$ cat src/rtl/fetch_redirect_ctrl.sv
// fetch_redirect_ctrl
//   Sits between the fetch unit and decode. Fetched words are latched in an
//   IF/ID register (IR). BRANCH, JAL and JALR in the IR are decoded here, and
//   branch conditions are resolved from register-file data. Taken control flow
//   raises a one-cycle redirect pulse back to fetch, and the wrong-path words
//   already in flight are then squashed.
//
//   Optional feature: define REDIRECT_CNT_EN to build the 32-bit redirect
//   counter. Without it, redirect_cnt_o is tied to zero.
//
// Parameters
//   FLUSH_DEPTH  number of cycles flush_o stays high after a redirect (1..7)
//   XLEN         data/address width (>= 32)
//
// Ports
//   clk_i, rst_ni          clock (posedge) and async active-low reset
//   instr_valid_i          PC_instr_i/RD_i carry a fetched word this cycle
//   PC_instr_i, RD_i       fetched PC and instruction word
//   rs1_data_i, rs2_data_i regfile read data for rs1_addr_o/rs2_addr_o
//   rs1_addr_o, rs2_addr_o IR[19:15], IR[24:20]
//   BE_o, UJE_o, JALRE_o   one-cycle branch/JAL/JALR redirect pulses
//   immed_o, R1_o          redirect offset and rs1 value (held between pulses)
//   id_valid_o             IR holds a valid, non-squashed word
//   id_instr_o, id_pc_o    IR instruction and PC
//   flush_o                high while wrong-path words are discarded
//   illegal_o              BRANCH with funct3 010/011 in a valid IR
//   redirect_cnt_o         number of redirects since reset
module fetch_redirect_ctrl #(
  parameter int unsigned FLUSH_DEPTH = 2,
  parameter int unsigned XLEN        = 32
) (
  input  logic            clk_i,
  input  logic            rst_ni,
  input  logic            instr_valid_i,
  input  logic [XLEN-1:0] PC_instr_i,
  input  logic [31:0]     RD_i,
  input  logic [XLEN-1:0] rs1_data_i,
  input  logic [XLEN-1:0] rs2_data_i,
  output logic [4:0]      rs1_addr_o,
  output logic [4:0]      rs2_addr_o,
  output logic            BE_o,
  output logic            UJE_o,
  output logic            JALRE_o,
  output logic [XLEN-1:0] immed_o,
  output logic [XLEN-1:0] R1_o,
  output logic            id_valid_o,
  output logic [31:0]     id_instr_o,
  output logic [XLEN-1:0] id_pc_o,
  output logic            flush_o,
  output logic            illegal_o,
  output logic [31:0]     redirect_cnt_o
);

  typedef enum logic [1:0] {
    ST_RUN,
    ST_REDIR,
    ST_FLUSH
  } state_t;

  localparam logic [6:0] OPC_BRANCH = 7'b1100011;
  localparam logic [6:0] OPC_JAL    = 7'b1101111;
  localparam logic [6:0] OPC_JALR   = 7'b1100111;

  state_t            state_q, state_d;
  logic [2:0]        cnt_q, cnt_d;

  logic              ir_valid_q;
  logic [31:0]       ir_instr_q;
  logic [XLEN-1:0]   ir_pc_q;

  logic              be_q, uje_q, jalre_q;
  logic [XLEN-1:0]   immed_q, r1_q;

  // decode results
  logic [6:0]        opcode;
  logic [2:0]        funct3;
  logic              br_cond;
  logic              take_be, take_uje, take_jalre, taken;
  logic              illegal;
  logic              flush;
  logic [31:0]       imm32;
  logic [XLEN-1:0]   imm_ext;

  assign opcode  = ir_instr_q[6:0];
  assign funct3  = ir_instr_q[14:12];
  assign imm_ext = XLEN'($signed(imm32));

  always_comb begin
    br_cond    = 1'b0;
    take_be    = 1'b0;
    take_uje   = 1'b0;
    take_jalre = 1'b0;
    illegal    = 1'b0;
    imm32      = '0;
    if (ir_valid_q) begin
      unique case (opcode)
        OPC_BRANCH: begin
          imm32 = {{19{ir_instr_q[31]}}, ir_instr_q[31], ir_instr_q[7],
                   ir_instr_q[30:25], ir_instr_q[11:8], 1'b0};
          case (funct3)
            3'b000:  br_cond = (rs1_data_i == rs2_data_i);
            3'b001:  br_cond = (rs1_data_i != rs2_data_i);
            3'b100:  br_cond = ($signed(rs1_data_i) <  $signed(rs2_data_i));
            3'b101:  br_cond = ($signed(rs1_data_i) >= $signed(rs2_data_i));
            3'b110:  br_cond = (rs1_data_i <  rs2_data_i);
            3'b111:  br_cond = (rs1_data_i >= rs2_data_i);
            default: illegal = 1'b1;  // 010/011: reported, never taken
          endcase
          take_be = br_cond;
        end
        OPC_JAL: begin
          imm32 = {{11{ir_instr_q[31]}}, ir_instr_q[31], ir_instr_q[19:12],
                   ir_instr_q[20], ir_instr_q[30:21], 1'b0};
          take_uje = 1'b1;
        end
        OPC_JALR: begin
          imm32 = {{20{ir_instr_q[31]}}, ir_instr_q[31:20]};
          take_jalre = (funct3 == 3'b000);
        end
        default: ;
      endcase
    end
  end

  assign taken = take_be | take_uje | take_jalre;

  // Flush lasts FLUSH_DEPTH cycles in total: one REDIR cycle followed by
  // FLUSH_DEPTH-1 FLUSH cycles; FLUSH exits on the edge where cnt reaches 0.
  always_comb begin
    state_d = state_q;
    cnt_d   = cnt_q;
    flush   = 1'b0;
    unique case (state_q)
      ST_RUN: begin
        if (taken) state_d = ST_REDIR;
      end
      ST_REDIR: begin
        flush = 1'b1;
        if (FLUSH_DEPTH <= 1) begin
          state_d = ST_RUN;
          cnt_d   = '0;
        end else begin
          state_d = ST_FLUSH;
          cnt_d   = 3'(FLUSH_DEPTH - 1);
        end
      end
      ST_FLUSH: begin
        flush = 1'b1;
        if (cnt_q <= 3'd1) begin
          state_d = ST_RUN;
          cnt_d   = '0;
        end else begin
          cnt_d   = cnt_q - 3'd1;
        end
      end
      default: begin
        state_d = ST_RUN;
        cnt_d   = '0;
      end
    endcase
  end

  always_ff @(posedge clk_i or negedge rst_ni) begin
    if (!rst_ni) begin
      state_q <= ST_RUN;
      cnt_q   <= '0;
    end else begin
      state_q <= state_d;
      cnt_q   <= cnt_d;
    end
  end

  // IR: the word arriving alongside a taken redirect is wrong-path, so it is
  // dropped together with everything arriving during REDIR/FLUSH.
  always_ff @(posedge clk_i or negedge rst_ni) begin
    if (!rst_ni) begin
      ir_valid_q <= 1'b0;
      ir_instr_q <= '0;
      ir_pc_q    <= '0;
    end else if (state_q == ST_RUN && !taken && instr_valid_i) begin
      ir_valid_q <= 1'b1;
      ir_instr_q <= RD_i;
      ir_pc_q    <= PC_instr_i;
    end else begin
      ir_valid_q <= 1'b0;
    end
  end

  always_ff @(posedge clk_i or negedge rst_ni) begin
    if (!rst_ni) begin
      be_q    <= 1'b0;
      uje_q   <= 1'b0;
      jalre_q <= 1'b0;
      immed_q <= '0;
      r1_q    <= '0;
    end else begin
      be_q    <= (state_q == ST_RUN) && take_be;
      uje_q   <= (state_q == ST_RUN) && take_uje;
      jalre_q <= (state_q == ST_RUN) && take_jalre;
      if (state_q == ST_RUN && taken) begin
        immed_q <= imm_ext;
        r1_q    <= rs1_data_i;
      end
    end
  end

`ifdef REDIRECT_CNT_EN
  logic [31:0] redirect_cnt_q;

  always_ff @(posedge clk_i or negedge rst_ni) begin
    if (!rst_ni) begin
      redirect_cnt_q <= '0;
    end else if (state_q == ST_RUN && taken) begin
      redirect_cnt_q <= redirect_cnt_q + 32'd1;
    end
  end

  assign redirect_cnt_o = redirect_cnt_q;
`else
  assign redirect_cnt_o = '0;
`endif

  assign rs1_addr_o = ir_instr_q[19:15];
  assign rs2_addr_o = ir_instr_q[24:20];
  assign BE_o       = be_q;
  assign UJE_o      = uje_q;
  assign JALRE_o    = jalre_q;
  assign immed_o    = immed_q;
  assign R1_o       = r1_q;
  assign id_valid_o = ir_valid_q;
  assign id_instr_o = ir_instr_q;
  assign id_pc_o    = ir_pc_q;
  assign flush_o    = flush;
  assign illegal_o  = illegal;

endmodule

$ cat config.mk
export PLATFORM = sky130hd
export DESIGN_NAME = fetch_redirect_ctrl
export DESIGN_NICKNAME = d
export VERILOG_FILES = /design/src/rtl/fetch_redirect_ctrl.sv
export SDC_FILE = /design/constraint.sdc
export NUM_CORES = 1
export LEC_CHECK = 0
export ABC_AREA = 1
export CAP_MARGIN = 20
export CORE_MARGIN = 2
export CORE_UTILIZATION = 43
export CTS_CLUSTER_DIAMETER = 60
export DETAILED_ROUTE_END_ITERATION = 10
export PLACE_DENSITY = 0.8
export SYNTH_ARGS = -nofsm -noshare
export SYNTH_HDL_FRONTEND = slang
export SYNTH_SLANG_ARGS = --single-unit
$ cat constraint.sdc
create_clock -name clk_i -period 2.5 [get_ports clk_i]
set_input_delay 0.625 -clock clk_i [delete_from_list [all_inputs] [get_ports clk_i]]
set_output_delay 0.625 -clock clk_i [all_outputs]
set_load 0.02 [all_outputs]
# Word level (Yosys, flattened, before mapping)
# Index checks and enable logic that the tools add are counted.
# totals
ff_bits	137
latchBits	0
ramBits	0
rom_bits	0
input_bits	131
out_inout_bits	176
wordCells	63
memories	0
# classes
add_sub_neg	1
multipliers	0
div	0
order_cmp	5
n_eq_ne	14
shifts	0
mux	19
bitwise	2
reduce_logical	12
# op_table
operator	n
case mux 32 bit (3 select lines)	1
greater-or-equal comparator 32 bit	2
< comparator 32 bit	2
== test 32 bit	1
two-way mux 32 bit	1
!= test 32 bit	1
== test 7 bit, second input constant	3
== test 3 bit, second input constant	4
two-way mux 1 bit	11
case mux 3 bit (3 select lines)	1
logical AND 1 bit	6
case mux 1 bit (6 select lines)	1
case mux 2 bit (3 select lines)	1
OR reduction 6 bit	1
two-way mux 2 bit	2
!= test 2 bit, second input constant	2
== test 3 x 1 -> 1 bit, second input constant	1
less-or-equal comparator 3 x 1 -> 1 bit, second input constant	1
zero test 3 bit	1
two-way mux 3 bit	1
subtractor 3 x 1 -> 3 bit, second input constant	1
== test 2 x 1 -> 1 bit, second input constant	1
== test 2 bit, second input constant	1
zero test 2 bit	1
4 further kinds	5

# Depth between registers and ports, before layout
# depth
ltp_word	10
ltp_mapped	24
depth_no_buf	22

# Worst setup path before layout
# OpenSTA, ideal clock, no wires.
# synth_timing
path_type	input -> register
startpoint	in rs2_data_i[23]
endpoint	reg ir_instr_q[20] (netlist: id_instr_o[20])
setup_ns	0.118
t_arrival_ns	2.502
t_required_ns	2.382
path_slack_ns	-0.121
cell_stages	17
path_buffers	2
cell_sequence	inv_1 ha_1 nand2_1 nor2_1 inv_1 nor4_4 nand2_2 nand3_1 nand3_1 nand2_1 nand3_4 nand2_2 nand4_1 buf_4 buf_2 nand2_1 nand2_1
# synth_via
elab_chain_cells	9
elab_cells_between_ends	14
cone_classes	4 x order compare; 2 x eq/ne; 3 x mux; 2 x bitwise; 3 x reduce/logical
# synth_rtl
item	line	rtl
start: declaration	38	input logic [XLEN-1:0] rs2_data_i,
greater-or-equal comparator 32 bit, or another cell as far along	106	3'b111: br_cond = (rs1_data_i >= rs2_data_i);
case mux 1 bit (6 select lines) *	100	case (funct3)
two-way mux 1 bit *	96	unique case (opcode)
two-way mux 1 bit *	95	if (ir_valid_q) begin
OR 1 bit * (2 in a row)	125	assign taken = take_be | take_uje | take_jalre;
zero test 1 bit *	180	end else if (state_q == ST_RUN && !taken && instr_valid_i) begin
logical AND 1 bit * (2 in a row)	180	
end signal: assignment	182	ir_instr_q <= RD_i;
end: declaration	68	logic [31:0] ir_instr_q;
# Mark *: on every way between the ends. The rest lies on a longest branch, timed or not.
# A chain may end at the register's enable or synchronous reset.

# Worst setup path after layout
# layout_timing
startpoint	in rs1_data_i[0]
endpoint	reg r1_q[0] (netlist: R1_o[0])
# layout_via
elab_chain_cells	7
elab_cells_between_ends	12
cone_classes	4 x order compare; 2 x eq/ne; 3 x mux; 2 x bitwise; 1 x reduce/logical
# layout_rtl
item	line	rtl
start: declaration	37	input logic [XLEN-1:0] rs1_data_i,
greater-or-equal comparator 32 bit, or another cell as far along	106	
case mux 1 bit (6 select lines)	100	
two-way mux 1 bit	96	
two-way mux 1 bit	95	
OR 1 bit (2 in a row)	125	
logical AND 1 bit	200	if (state_q == ST_RUN && taken) begin
end signal: assignment	202	r1_q <= rs1_data_i;
end: declaration	72	logic [XLEN-1:0] immed_q, r1_q;
# Parallel ways exist; a longest one is shown, timed or not.

==> results.md <==
- Status: complete, but fails checks
- Violated checks: setup timing
- Synthesis-to-finish area growth: 62.50%
- Peak VDD IR: 687.3 uV
- Biggest area consumer among synthesized cells: dfrtp_1
- Num rows: 46
- Final period utilization: 100.8%
- Leak pwr: roughly 5.4 nW
- Pre-antenna DRT Iters: 5
- Main combinational cell family by area after synthesis: simple AND/OR/NAND/NOR gates
- Top_reg_cell synth: dfrtp_1
- GPL Wtd Cong: 0.8376
- Routed WL: 23,200 um
- Critical path's top delay family: buffers and inverters
- WP data required: 2.84 ns
- CP most frequent cell: buf_4
- Post-CTS Hold Buffers: 0
- Clk root buf: clkbuf_16
- Layout Cells excl Fill: 1,354
- H-tree depth: 4
- Number of flops mapped to enable cells by yosys: 0
- Cell variety after synth: 34
- Final WS setup: -0.01878 ns
- Dpl ws: -0.9993 ns
- Number of synthesis warnings: 0
- Unrepaired setup endpoints after global routing: yes
- Final Total Pwr: 0.01105 W
- GRT Residual Overflow: 0
- Hold Vio Cnt, Final: 0
- Die Width: 130.9 um
- I/O Buffers: ~270
- CTS tree: built
- Mean Syn Cell Area: 8.361 sq um
- XOR/XNOR share of the synthesized area: 0%
- Reg clk slew, reported paths: roughly 0.060 ns
- Adder-cell area share of the yosys netlist: 6.868%
- Post-layout min period: 2.519 ns
- Reg2reg setup slack: 0.11 ns
- # nets final: 1,294
- Num CTS Buffers: 17
- Layout cells sized above 1: 27.59%
- Critical path class: in2reg
- # fillers: 1,192
- Post-route DRC: 0
- Mapped Area: 0.006923 sq mm
- DR WL/cell: roughly 17 um
- WP buf/inv: 18
- Post-route ant nets: 0
- CP Capture Type: flop
- N_diodes: 0
- Commonest non-fill, non-tap cell in the layout: nand2_1
- Worst Max-Slew Pin Slew: 0.5458 ns
- Most frequent cells in the layout: nand2_1, clkdlybuf4s50_1, dfrtp_1
- DRT iter0 DRCs: 399
- GRT Util Overall: 26.11%
- Vias per std cell: about 5
- Met2 Usage GRT: 45.93%
- Grt met3 use: ~5.4%
- Synth async-reset ratio: 100.0%
- Finished Cell Area: 0.01125 sq mm
- Max FO, Critical Path: 2
- Synth Area in Simple Gates: roughly 29%
- M1 GR Usage: a little under a third
- DPL Wire Length: around 16,000 um
- Clock latency on the worst-skew pair: 0.42 ns
- Placed cells: 1,293
- Worst Path Arrival: 2.86 ns
- Maximum clock frequency: just under 400 MHz
- Relative slew margins: between 60% and 70%
- Compound-gate portion of the synthesized area: under 10%
- Synthesized flop and latch total: 126
- Mux cell area share after synthesis: 0%
- Post-synthesis sequential area ratio: a little under half
- Pwr/cell area: between 900 and 1000 mW/mm^2
- Largest cells by area after synthesis: dfrtp_1, nand2_1, buf_4, ha_1, nand4_1
- Largest net degree at the start of global routing: 65
- Skew final: 0.009891 ns
- Worst hold-check path type: in2async
- Die height: 130.9 um
- Initial antenna violation count: 0
- Slowest cell on crit path: buf_4
- Vias in the first global route: 6,645
- CTS sink cnt: roughly 130
- Number of max-slew violations in the final report: 0
- Post-Synthesis Cells: around 830
- Sequential Area: approximately 0.0032 sq mm
- Initial Util: 43.74%
- # setup viols final: 1
- First-pass GRT wire length: around 34,000 um
- Core area: between 0.015 and 0.02 sq mm
- Area after DPL: roughly 0.01 sq mm
- CP max stage delay: roughly 0.14 ns
- Crit path cell chain: clkbuf_2 > inv_2 > buf_4 > buf_4 > buf_4 > buf_4 > buf_4 > buf_4 > buf_4 > buf_4 > buf_4 > buf_4 > buf_4 > buf_4 > buf_4 > buf_4 > buf_4 > buf_4 > o21ai_2
- Synth top area share: 45.54%
- Maxcap violations: 0
- Multi-input gate area: 0.003659 sq mm
- CP startpoint kind: input port
- Die area: 0.01713 sq mm
- Boundary pin count: 307
- Max Root-Sink Buffers: 2
- DR vias: 6,945
- GR peak layer: met2
worst paths after layout:
path / to / cells after the start / from
setup / recovery: R1_o[0] / 19 / rs1_data_i[0]
hold / removal: immed_o[6] / 1 / rst_ni
setup reg to reg: id_pc_o[2] / 15 / id_instr_o[6]
hold reg to reg: R1_o[29] / 2 / R1_o[29]
max in group asynchronous: id_instr_o[19] / 2 / rst_ni
min in group clk_i: R1_o[21] / 3 / rs1_data_i[21]
area by class of cell:
| class | instances | area share [%] |
|---|---|---|
| multi-input combinational | 574 | 32.52 |
| timing repair buffer | 343 | 29.45 |
| sequential | 126 | 28.03 |
| clock buffer | 19 | 4.026 |
| tap | 216 | 2.402 |
| inverter | 63 | 2.325 |
| clock inverter | 13 | 1.246 |
layer usage:
| layer | part of all wire [%] | routed length [um] | vias up |
|---|---|---|---|
| li1 | - | - | 3227 |
| met1 | 39 | 9022 | 3318 |
| met2 | 51 | 11950 | 339 |
| met3 | 6.1 | 1418 | 61 |
| met4 | 3.5 | 815 | 0 |
| met5 | 0 | 0 | - |
synthesized netlist by cell type (all sizes together), types with 4 or more instances:
| master | n |
|---|---|
| nor3 | 8 |
| a32oi | 4 |
| clkbuf | 9 |
| nor2 | 22 |
| dfrtp | 126 |
| nand4 | 67 |
| a21oi | 21 |
| ha | 38 |
| nand2 | 298 |
| inv | 63 |
| buf | 87 |
| o21ai | 27 |
| nand3 | 49 |
cells by family after synthesis:
| kind of cell | Yosys count |
|---|---|
| other | 1 |
| DFF | 126 |
| AOI/OAI and AO/OA | 57 |
| and+or+nand+nor | 447 |
| adders and majority gates | 38 |
| buffers and inverters | 159 |
worst register-to-register path, delay by kind of cell (launching register included):
kind | cells | cell delay (ns)
AND/OR/NAND/NOR | 8 | 1.04
flip-flops | 1 | 0.38
AO/OA/AOI/OAI | 1 | 0.05
buffers and inverters | 6 | 0.82
per-stage QoR:
stage | hold WS (ns) | util [%] | setup TNS, ns
global route | 0.1557 | 71.08 | -0.5934
floorplan | 0.3294 | - | -5.511
global placement | 0.4532 | 62.70 | -96.18
CTS | 0.1363 | 70.81 | -0.02261
detailed placement | 0.4577 | 62.70 | -103.82
finish | 0.1378 | 71.08 | -0.01878
sequential cells by signal, indices dropped and copies added (netlist names):
name / count
id_valid_o: 1
R1_o: 32
id_instr_o: 32
UJE_o: 1
JALRE_o: 1
state_q: 2
cnt_q: 3
BE_o: 1
immed_o: 21
id_pc_o: 32
power breakdown:
part	leakage, nW	switching (W)	internal (W)
registers	1.64	0.000560	0.00272
logic	3.50	0.00303	0.00226
clock network	0.293	0.000950	0.00152
repair_timing:
action                                  4_1_cts  5_1_grt
cloned                                        2        2
pin swaps                                    94       72
endpoints found under the setup margin      122      121
buffers inserted                             24        3
resized for setup                           278      114
Note: power is estimated with default switching activity, not from simulation.
